### src/rtl/fifo_pkg.sv
`default_nettype none
// ---------------------------------------------------------------------
// fifo_pkg : shared constants and keep-mask helper for the byte drain path
// Rev 1.0
// ---------------------------------------------------------------------
package fifo_pkg;

  localparam int BYTE_W            = 8;
  localparam int OUT_BYTES_DEFAULT = 4;

  function automatic logic [7:0] keep_mask(input logic [3:0] cnt);
    keep_mask = 8'((9'd1 << cnt) - 9'd1);
  endfunction

endpackage
`default_nettype wire

### src/rtl/word_out_reg.sv
`default_nettype none
// ---------------------------------------------------------------------
// word_out_reg : valid/ready holding register for packed output words
// Rev 1.0
// ---------------------------------------------------------------------
module word_out_reg
  import fifo_pkg::*;
#(
  parameter int OUT_BYTES = OUT_BYTES_DEFAULT
) (
  input  logic                        clk,
  input  logic                        rst_n,
  input  logic                        load,
  input  logic                        ready,
  input  logic [BYTE_W*OUT_BYTES-1:0] data_in,
  input  logic [OUT_BYTES-1:0]        keep_in,
  output logic                        out_valid,
  output logic [BYTE_W*OUT_BYTES-1:0] out_data,
  output logic [OUT_BYTES-1:0]        out_keep
);

  always_ff @(posedge clk or negedge rst_n) begin
    if (!rst_n) begin
      out_valid <= 1'b0;
      out_data  <= '0;
      out_keep  <= '0;
    end else if (load) begin
      out_valid <= 1'b1;
      out_data  <= data_in;
      out_keep  <= keep_in;
    end else if (out_valid && ready) begin
      out_valid <= 1'b0;
    end
  end

endmodule
`default_nettype wire

### src/rtl/fifo_word_packer.sv
`default_nettype none
// ---------------------------------------------------------------------
// fifo_word_packer : pops bytes from the byte FIFO and packs them
// little-endian into keep-masked words on a valid/ready stream. Rev 1.0
// ---------------------------------------------------------------------
module fifo_word_packer
  import fifo_pkg::*;
#(
  parameter int OUT_BYTES = OUT_BYTES_DEFAULT,
  parameter int CNT_BITS  = 3
) (
  input  logic                        clk,
  input  logic                        rst_n,
  input  logic                        empty,
  input  logic [BYTE_W-1:0]           rdata,
  output logic                        ren,
  input  logic                        flush,
  output logic [BYTE_W*OUT_BYTES-1:0] out_data,
  output logic [OUT_BYTES-1:0]        out_keep,
  output logic                        out_valid,
  input  logic                        out_ready,
  output logic                        busy
);

  localparam logic [CNT_BITS-1:0] FULL_CNT = CNT_BITS'(OUT_BYTES);

  logic [BYTE_W*OUT_BYTES-1:0] asm_word;
  logic [BYTE_W*OUT_BYTES-1:0] word_data;
  logic [OUT_BYTES-1:0]        word_keep;
  logic [OUT_BYTES-1:0]        lane_we;
  logic [CNT_BITS-1:0]         cnt;
  logic                        flush_pending;
  logic                        free;
  logic                        full;
  logic                        xfer;

  assign free = !out_valid || out_ready;
  assign full = (cnt == FULL_CNT);
  assign xfer = free && (full || (flush_pending && cnt != '0));
  assign ren  = rst_n && !empty && !flush_pending && (!full || xfer);
  assign busy = (cnt != '0) || out_valid || flush_pending;

  assign word_keep = OUT_BYTES'(keep_mask(4'(cnt)));

  // A pop that coincides with a transfer starts the next word in lane 0.
  for (genvar i = 0; i < OUT_BYTES; i++) begin : g_lane
    assign lane_we[i] = ren && (xfer ? (i == 0) : (cnt == CNT_BITS'(i)));
    assign word_data[i*BYTE_W +: BYTE_W] =
      word_keep[i] ? asm_word[i*BYTE_W +: BYTE_W] : '0;
  end

  always_ff @(posedge clk or negedge rst_n) begin
    if (!rst_n) begin
      asm_word      <= '0;
      cnt           <= '0;
      flush_pending <= 1'b0;
    end else begin
      for (int i = 0; i < OUT_BYTES; i++) begin
        if (lane_we[i]) asm_word[i*BYTE_W +: BYTE_W] <= rdata;
      end
      if (xfer)     cnt <= ren ? CNT_BITS'(1) : '0;
      else if (ren) cnt <= cnt + CNT_BITS'(1);
      // Re-arming is blocked while pending, otherwise a flush racing the
      // transfer could leave a pending flag with nothing to emit.
      if (flush && !flush_pending && (cnt != '0 || ren)) flush_pending <= 1'b1;
      else if (xfer)                                     flush_pending <= 1'b0;
    end
  end

  word_out_reg #(
    .OUT_BYTES (OUT_BYTES)
  ) u_out_reg (
    .clk       (clk),
    .rst_n     (rst_n),
    .load      (xfer),
    .ready     (out_ready),
    .data_in   (word_data),
    .keep_in   (word_keep),
    .out_valid (out_valid),
    .out_data  (out_data),
    .out_keep  (out_keep)
  );

endmodule
`default_nettype wire

### config.mk
export PLATFORM = sky130hd
export DESIGN_NAME = fifo_word_packer
export DESIGN_NICKNAME = d
export VERILOG_FILES = /design/src/rtl/fifo_pkg.sv /design/src/rtl/word_out_reg.sv /design/src/rtl/fifo_word_packer.sv
export SDC_FILE = /design/constraint.sdc
export NUM_CORES = 1
export LEC_CHECK = 0
export ABC_AREA = 1
export BUFFER_PORTS_ARGS = -buffer_cell sky130_fd_sc_hd__buf_2
export CAP_MARGIN = 5
export CORE_MARGIN = 2
export CORE_UTILIZATION = 25
export DETAILED_ROUTE_END_ITERATION = 10
export GPL_TIMING_DRIVEN = 1
export SYNTH_ARGS = -nofsm -noshare
export SYNTH_HDL_FRONTEND = slang
export SYNTH_HIERARCHICAL = 1
export SYNTH_SLANG_ARGS = --single-unit
### constraint.sdc
create_clock -name clk -period 2.2 [get_ports clk]
set_input_delay 0 -clock clk [delete_from_list [all_inputs] [get_ports clk]]
set_output_delay 0 -clock clk [all_outputs]
set_load 0.05 [all_outputs]
Word-level counts from Yosys, hierarchy flattened --
Cells that the tools add are included. Widths: inputs -> output; s select.
Storage, ports and cells: register bits 73, input port bits 13, output and inout port bits 39, logic and storage cells 58
Operators by class: add/sub/neg operators 2, equal/unequal tests 4, shifts and indexed selects 1, muxes and demuxes 15, reductions and logical operators 27
Operator list (count):
- $mux 8 | 4
- $logic_and 1x1->1 | 12
- $mux 1 | 9
- $eq 3x2->1 const B | 2
- $logic_or 1x1->1 | 6
- $mux 3 | 2
- $reduce_bool 2->1 | 3
- $logic_not 1->1 | 4
- $shl 1x3->4 const A | 1
- $sub 4x1->4 const B | 1
- $add 3x1->3 const B | 1
- $eq 3x1->1 const B | 1
- $eq 3x3->1 const B | 1
- $logic_not 3->1 | 1
- $reduce_bool 3->1 | 1

Longest topological paths before layout --
Gate-level depths: netlist of the first run.
depth after elaboration 9, gate-level depth with buffers 12, depth with buffers taken out 11

Hierarchy --
Netlist of the first run, hierarchy kept.
Modules (own cells, without submodules):
- fifo_word_packer | instances 1, cells an instance 255, area an instance 2082.0 µm², sequential area each 900.9 µm²
- word_out_reg | instances 1, cells an instance 156, area an instance 1447.6 µm², sequential area each 925.9 µm²

Worst setup path after synthesis of the first run --
No wires, ideal clock.
path type register to register, start reg cnt[1], end reg u_out_reg.out_data[20], setup time 119 ps, arrival time 1655 ps, data required time 2081 ps, slack 427 ps, stages on the path, launching flop included 13, buffers on the path 3, clock period less this slack 1773 ps, cells stage by stage dfrtp_1 inv_1 ha_1 inv_1 nand2_1 nand3_4 buf_6 inv_1 buf_6 inv_8 buf_8 nand2_2 nand2_1
Between the ends: word-level cells in the longest chain between the ends 4, elaborated cells on any way between the ends 8, those cells by class add/sub (1); eq/ne (1); shift (1); mux (1); reduce/logical (4)
RTL lines:
- from (decl) | line fifo_word_packer.sv:31 | logic [CNT_BITS-1:0] cnt;
- from (signal assigned) | line fifo_word_packer.sv:61 | if (xfer) cnt <= ren ? CNT_BITS'(1) : '0;
- from (signal assigned) | line fifo_word_packer.sv:62 | else if (ren) cnt <= cnt + CNT_BITS'(1);
- $reduce_bool 3->1 | line fifo_word_packer.sv:39 | assign xfer = free && (full || (flush_pending && cnt != '0));
- $logic_and 1x1->1 | line fifo_word_packer.sv:39
- $logic_or 1x1->1 * | line fifo_word_packer.sv:39
- $logic_and 1x1->1 * | line fifo_word_packer.sv:39
- net xfer | line fifo_word_packer.sv:35 | logic xfer;
- to (signal assigned) | line word_out_reg.sv:29 | out_data <= data_in;
- to (decl) | line word_out_reg.sv:18 | output logic [BYTE_W*OUT_BYTES-1:0] out_data,
The timed path passes the listed nets; every way through them passes the cells marked *. A chain may end at the register's enable or synchronous reset.

Worst setup path in the final report of the first run --
start reg cnt[1], end out ren
Between the ends: word-level cells in the longest chain between the ends 6, elaborated cells on any way between the ends 8, those cells by class eq/ne (1); reduce/logical (7)
RTL lines:
- $reduce_bool 3->1 | line fifo_word_packer.sv:39
- $logic_and 1x1->1 | line fifo_word_packer.sv:39
- $logic_or 1x1->1 | line fifo_word_packer.sv:39
- $logic_and 1x1->1 | line fifo_word_packer.sv:39
- $logic_or 1x1->1 * | line fifo_word_packer.sv:40 | assign ren = rst_n && !empty && !flush_pending && (!full || xfer);
- $logic_and 1x1->1 * | line fifo_word_packer.sv:40
- to (decl) | line fifo_word_packer.sv:16 | output logic ren,
Every way passes the cells marked *; elsewhere a longest branch is shown, timed or not.

==> results of run 1 <==
logic make-up after synthesis:
family	synth area share
XOR/XNOR	0.00248
buffers and inverters	0.109
AND/OR/NAND/NOR	0.304
adder cells (fa/ha/maj)	0.0177
flip-flops	0.518
AO/OA/AOI/OAI	0.0489
final cells by class:
| type | instances | area (µm²) | area share |
|---|---|---|---|
| flip-flops and latches | 73 | 1830 | 0.419 |
| multi-input cells | 265 | 1320 | 0.302 |
| repair buffers | 67 | 403 | 0.0924 |
| clock buffers | 10 | 229 | 0.0525 |
| inverters | 59 | 229 | 0.0525 |
| well taps | 180 | 225 | 0.0517 |
| clock inverters | 5 | 129 | 0.0296 |
registers in the layout, summed over array words and instances, names as in the netlist:
| signal | flops |
|---|---|
| u_out_reg/out_keep | 4 |
| u_out_reg/out_valid | 1 |
| cnt | 3 |
| u_out_reg/out_data | 32 |
| flush_pending | 1 |
| asm_word | 32 |
cells in the mapped netlist:
cell type	instances
a21oi_1	1
a21oi_2	1
buf_12	2
buf_4	4
buf_6	6
buf_8	1
clkbuf_1	1
clkinv_1	1
dfrtp_1	73
ha_1	5
inv_1	56
inv_2	1
inv_8	1
nand2_1	154
nand2_2	15
nand2_4	4
nand2_8	1
nand3_1	11
nand3_2	2
nand3_4	1
nand4_1	9
nor2_1	37
nor2_2	1
nor2_4	2
nor2_8	1
o21ai_0	2
o21ai_2	17
xor2_1	1
layer usage:
metal  vias to the layer above  routed length [µm]  GRT usage
li1                       1357                   -          -
met5                         -                   0          0
met2                        52                3840      0.189
met1                      1259                3350      0.134
met3                        14                 425     0.0321
met4                         0                 179     0.0524
where the power goes:
group	switching (mW)	total, mW	internal [mW]	leakage [nW]
clock	0.540	1.76	1.22	0.173
sequential	0	1.34	1.34	1.02
combinational	0.0495	0.0732	0.0236	1.13
total	0.590	3.17	2.58	2.31
stage by stage:
stage	cells	hold slack, ns
global placement	633	0.251
CTS	659	0.0401
floorplan	411	-0.296
global route	659	0.136
detailed placement	633	0.259
finish	659	0.105
worst max-delay path: stages (launching register included):
cell and delay [ns]:
dfrtp_1 0.48, inv_1 0.10, ha_1 0.27, nand2_2 0.12, nor2_4 0.06, nor2_8 0.24, buf_2 0.33
worst min-delay path by stage:
stage          cells past startpoint                   to  startpoint  slack [ns]
4_1_cts                            4        flush_pending       empty        0.04
3_5_place_dp                       4  u_out_reg/out_valid   out_ready        0.26
5_1_grt                            4        flush_pending       empty        0.14
6_report                           4        flush_pending       empty        0.11
2_1_floorplan                      0          asm_word[0]       rst_n       -0.30
3_3_place_gp                       4  u_out_reg/out_valid   out_ready        0.25
==> impl_metrics.toml, run 1 <==
[worst_setup_path]
endpoint = "ren"
setup.worst_path.start = "cnt[1]"
reg2reg_from = "cnt[1]"
r2r_setup_slack_ns = 0.34
cp-end-kind = "primary output"
critical_path_class = "reg -> out"
path_max_fanout = 15
crit_required_ns = 2.20
cp.arrival_ns = 1.91
worst_r2r_endpoint = "u_out_reg/out_data[25]"
critPathLaunchType = "flip-flop"
reg2reg_depth = 8

[detailed_routing]
drc = 0
drt_wl_total_mm = 7.80
first_iter_violations = 147
via_count = 2682
firstDrtPassIters = 4
ant_nets = 0
post_drt_via_cell_ratio = 4.07
wl_per_cell_um = 11.8

[clock_network]
clock_tree.buffer_depth = 2
clk_latency_ns = 0.33
cts_resized = 0
hold_buffers = 11
cts_buffers = 9
htree_levels = 3
path_clk_slew_ns = 0.05
cts_root_buf = "clkbuf_16"
cts.sinks = 73
cts_setup_buffers = 0
cts_tree = "yes"

[power_and_ir_drop]
finalPower_mw = 3.17
leakagePower_nw = 2.31
peakVddDrop_mv = 0.404
powerDensity_nw_per_um2 = 728

[place]
place_worst_setup_slack_ns = 0.328
port_buffers = 51
routabilityCongestion = 0.798
place.detailed.hpwl_mm = 5.43
placed_area_um2 = 3890

[global_routing]
grt_use_total = 0.113
grt_pass1_wl_mm = 13.2
grt_max_degree = 74
overflow = 0
antenna_found_initial = 0
grt_pass1_vias = 2673

[finish]
antenna_cells = 0
final_cell_mix = "nand2_1 (154), dfrtp_1 (73), inv_1 (56), buf_2 (51), nor2_1 (37)"
design_area_um2 = 4360
syn2layout_area_growth_pct = 23.5
layout_commonest_cell = "nand2_1"
fillers = 1429
post_route_cells_drive_above_1_share = 0.244
nNetsFinal = 493
final_util = 0.315

[timing]
max_slew_margin = 0.391
period_share = 0.868
rsz0062_at_grt = "no"
skew_ns = 0.00748
maxSlewViolCount = 0
setup_viol = 0
fin_crit_ns = 1.91
fin_setup_tns_ns = 0
tightest_slew_ns = 0.913
finalWorstSetupSlack_ns = 0.290
timing_hold_violations_final = 0
fmax_mhz = 524

[die]
die_area_um2 = 15100
rows = 43
fp.dieH_um = 123
ios = 52
die_w_um = 123
initial_core_util = 0.255
core_area_um2 = 13800

[synthesis]
synth_largest_area_cell = "dfrtp_1"
ys_ff_latch = 73
syn_inst = 411
netlist_top_cells_area = "dfrtp_1 (52%), nand2_1 (16%), inv_1 (6.0%)"
syn_area_per_cell_um2 = 8.59
yosysWarningCount = 6
ys_seq_area_frac = 0.518
syn_area_um2 = 3530
synth.distinct_cells = 28
syn_nets = 429
synth_top_area_share = 0.518

[run]
maxCapViolations = 0

[worst_hold_path]
min_path_type = "in -> reg"

[run_status]
outcome = "finished clean"
Note: power is estimated with default switching activity, not from simulation.
==> run 2, diff against run 1 <==
==> constraint.sdc (replaced) <==
create_clock -name clk -period 2.4 [get_ports clk]
set_input_delay 0 -clock clk [delete_from_list [all_inputs] [get_ports clk]]
set_output_delay 0 -clock clk [all_outputs]
set_load 0.05 [all_outputs]
==> run 2 against run 1 <==
Against the previous run:
- first-iteration DRC count increased by 27%
- register-to-register slack improved by 0.12 ns
- clock skew decreased by 0.0015 ns
- global-route usage increased by 0.19 points
- sequential share of layout area increased by 0.57 points
- worst setup slack improved by 0.083 ns
- non-clock buffer count decreased by 1
- total power decreased by 16%
- routed wire length increased by 0.74%
- largest cell class unchanged
==> impl_metrics.toml, run 2 (synthesized netlist as in run 1, its figures left out) <==
[place]
place.detailed.hpwl_mm = 5.57
port_buffers = 51
routabilityCongestion = 0.762
placed_cells = 632
place_worst_setup_slack_ns = 0.470

[clock_network]
cts_buffers = 9
cts_tree = "yes"
path_clk_slew_ns = 0.06
clk_latency_ns = 0.34
clock_tree.buffer_depth = 2
cts.sinks = 73
htree_levels = 3
cts_root_buf = "clkbuf_16"
cts_resized = 0

[timing]
fin_setup_tns_ns = 0
fin_crit_ns = 2.03
maxSlewViolCount = 0
skew_ns = 0.00596
setup_viol = 0
rsz0062_at_grt = "no"
tightest_slew_ns = 0.926
max_slew_margin = 0.382
period_share = 0.845
fmax_mhz = 493
timing_hold_violations_final = 0
finalWorstSetupSlack_ns = 0.373

[worst_setup_path]
cp.arrival_ns = 2.03
cp_top_family = "simple AND/OR/NAND/NOR gates"
path_buf_inv = 2
cp-end-kind = "primary output"
critical_path_class = "reg -> out"
cp_slowest_cell = "dfrtp_1"
path_max_fanout = 23
critPathLaunchType = "flip-flop"
slowest_delay_ns = 0.47
path_cells = "inv_1 -> ha_1 -> nand2_2 -> nor2_4 -> nor2_8 -> buf_2"
crit_required_ns = 2.40

[die]
ios = 52
fp.dieH_um = 123
die_w_um = 123
die_area_um2 = 15100
rows = 43
core_area_um2 = 13800
initial_core_util = 0.255

[global_routing]
grt_use_total = 0.115
grt_max_degree = 74
grt_pass1_wl_mm = 13.4
overflow = 0
antenna_found_initial = 0
grt_pass1_vias = 2777

[detailed_routing]
first_iter_violations = 186
drt_wl_total_mm = 7.86
via_count = 2684
wl_per_cell_um = 11.9
firstDrtPassIters = 4
drc = 0
ant_nets = 0
post_drt_via_cell_ratio = 4.07

[finish]
post_route_cells_drive_above_1_share = 0.246
fillers = 1446
nNetsFinal = 492
layout.cells.non_filler = 659
antenna_cells = 0
reg.largest.list = "asm_word x32, u_out_reg/out_data x32, u_out_reg/out_keep x4"
final_cell_mix = "nand2_1 (154), dfrtp_1 (73), inv_1 (56), buf_2 (51), nor2_1 (37)"
layout_commonest_cell = "nand2_1"
syn2layout_area_growth_pct = 21.8

[run]
maxCapViolations = 0

[run_status]
outcome = "finished clean"

[power_and_ir_drop]
powerDensity_nw_per_um2 = 617
peakVddDrop_mv = 0.324
leakagePower_nw = 2.29

[worst_hold_path]
min_path_type = "in -> reg"
==> run 2: cell count changes in the layout (fill, tap and decap cells not counted) <==
cell	previous run	this run
buf_4	5	4
clkbuf_1	1	0
bufinv_16	4	1
clkinv_2	0	3
clkbuf_8	0	2
==> run 2: timing repair <==
item / in CTS / in global routing
setup buffers: 0 / 0
hold buffers: 11 / 0
hold endpoints to repair: 90 / 0
==> run 2: area by class of cell <==
class                   instances  area, µm²  share of cell area
well taps                     180        225              0.0524
flip-flops and latches         73       1830               0.425
inverters                      59        229              0.0532
clock buffers                  11        253              0.0588
repair buffers                 66        395              0.0919
multi-input cells             265       1320               0.306
clock inverters                 5       53.8              0.0125
==> run 2: metrics by stage <==
| step | hold slack (ns) | area, µm² | utilization | power, mW |
|---|---|---|---|---|
| 6_report | 0.0287 | 4300 | 0.311 | 2.65 |
| 5_1_grt | 0.101 | 4300 | 0.311 | 2.75 |
| 4_1_cts | 0.0241 | 4300 | 0.311 | 2.69 |
| 3_5_place_dp | 0.255 | 3880 | 0.281 | 1.31 |
| 3_3_place_gp | 0.251 | 3880 | 0.281 | 1.31 |
| 2_1_floorplan | -0.296 | 3530 | - | 1.26 |
==> run 2: worst register-to-register path: stages, from the launching register on <==
cell     delay, ns
dfrtp_1       0.47
inv_1         0.11
ha_1          0.27
nand2_4       0.16
nand3_4       0.08
inv_1         0.35
buf_4         0.29
nand2_1       0.09
nand2_1       0.07
==> run 2: worst paths after layout <==
check                                  startpoint                      to  slack, ns  cells after the start
min                                         empty           flush_pending       0.03                      4
max reg2reg                                cnt[1]  u_out_reg/out_data[25]       0.46                      8
max in group asynchronous                   rst_n  u_out_reg/out_data[22]       1.32                      3
min in group asynchronous                   rst_n           flush_pending       0.45                      3
min reg2reg                u_out_reg/out_data[18]  u_out_reg/out_data[18]       0.47                      2
max                                        cnt[1]                     ren       0.37                      6
==> run 2: power by group <==
| group | switching [mW] | leakage, nW | internal, mW |
|---|---|---|---|
| sequential | 0 | 1.02 | 1.23 |
| clock | 0.497 | 0.155 | 0.857 |
| combinational | 0.0463 | 1.12 | 0.0217 |
| total | 0.544 | 2.29 | 2.11 |
==> run 2: routing by layer <==
metal	track usage	vias up	routed length, µm
li1	-	1360	-
met1	0.140	1262	3420
met2	0.194	55	3910
met3	0.0218	7	386
met4	0.0582	0	133
met5	0	-	0
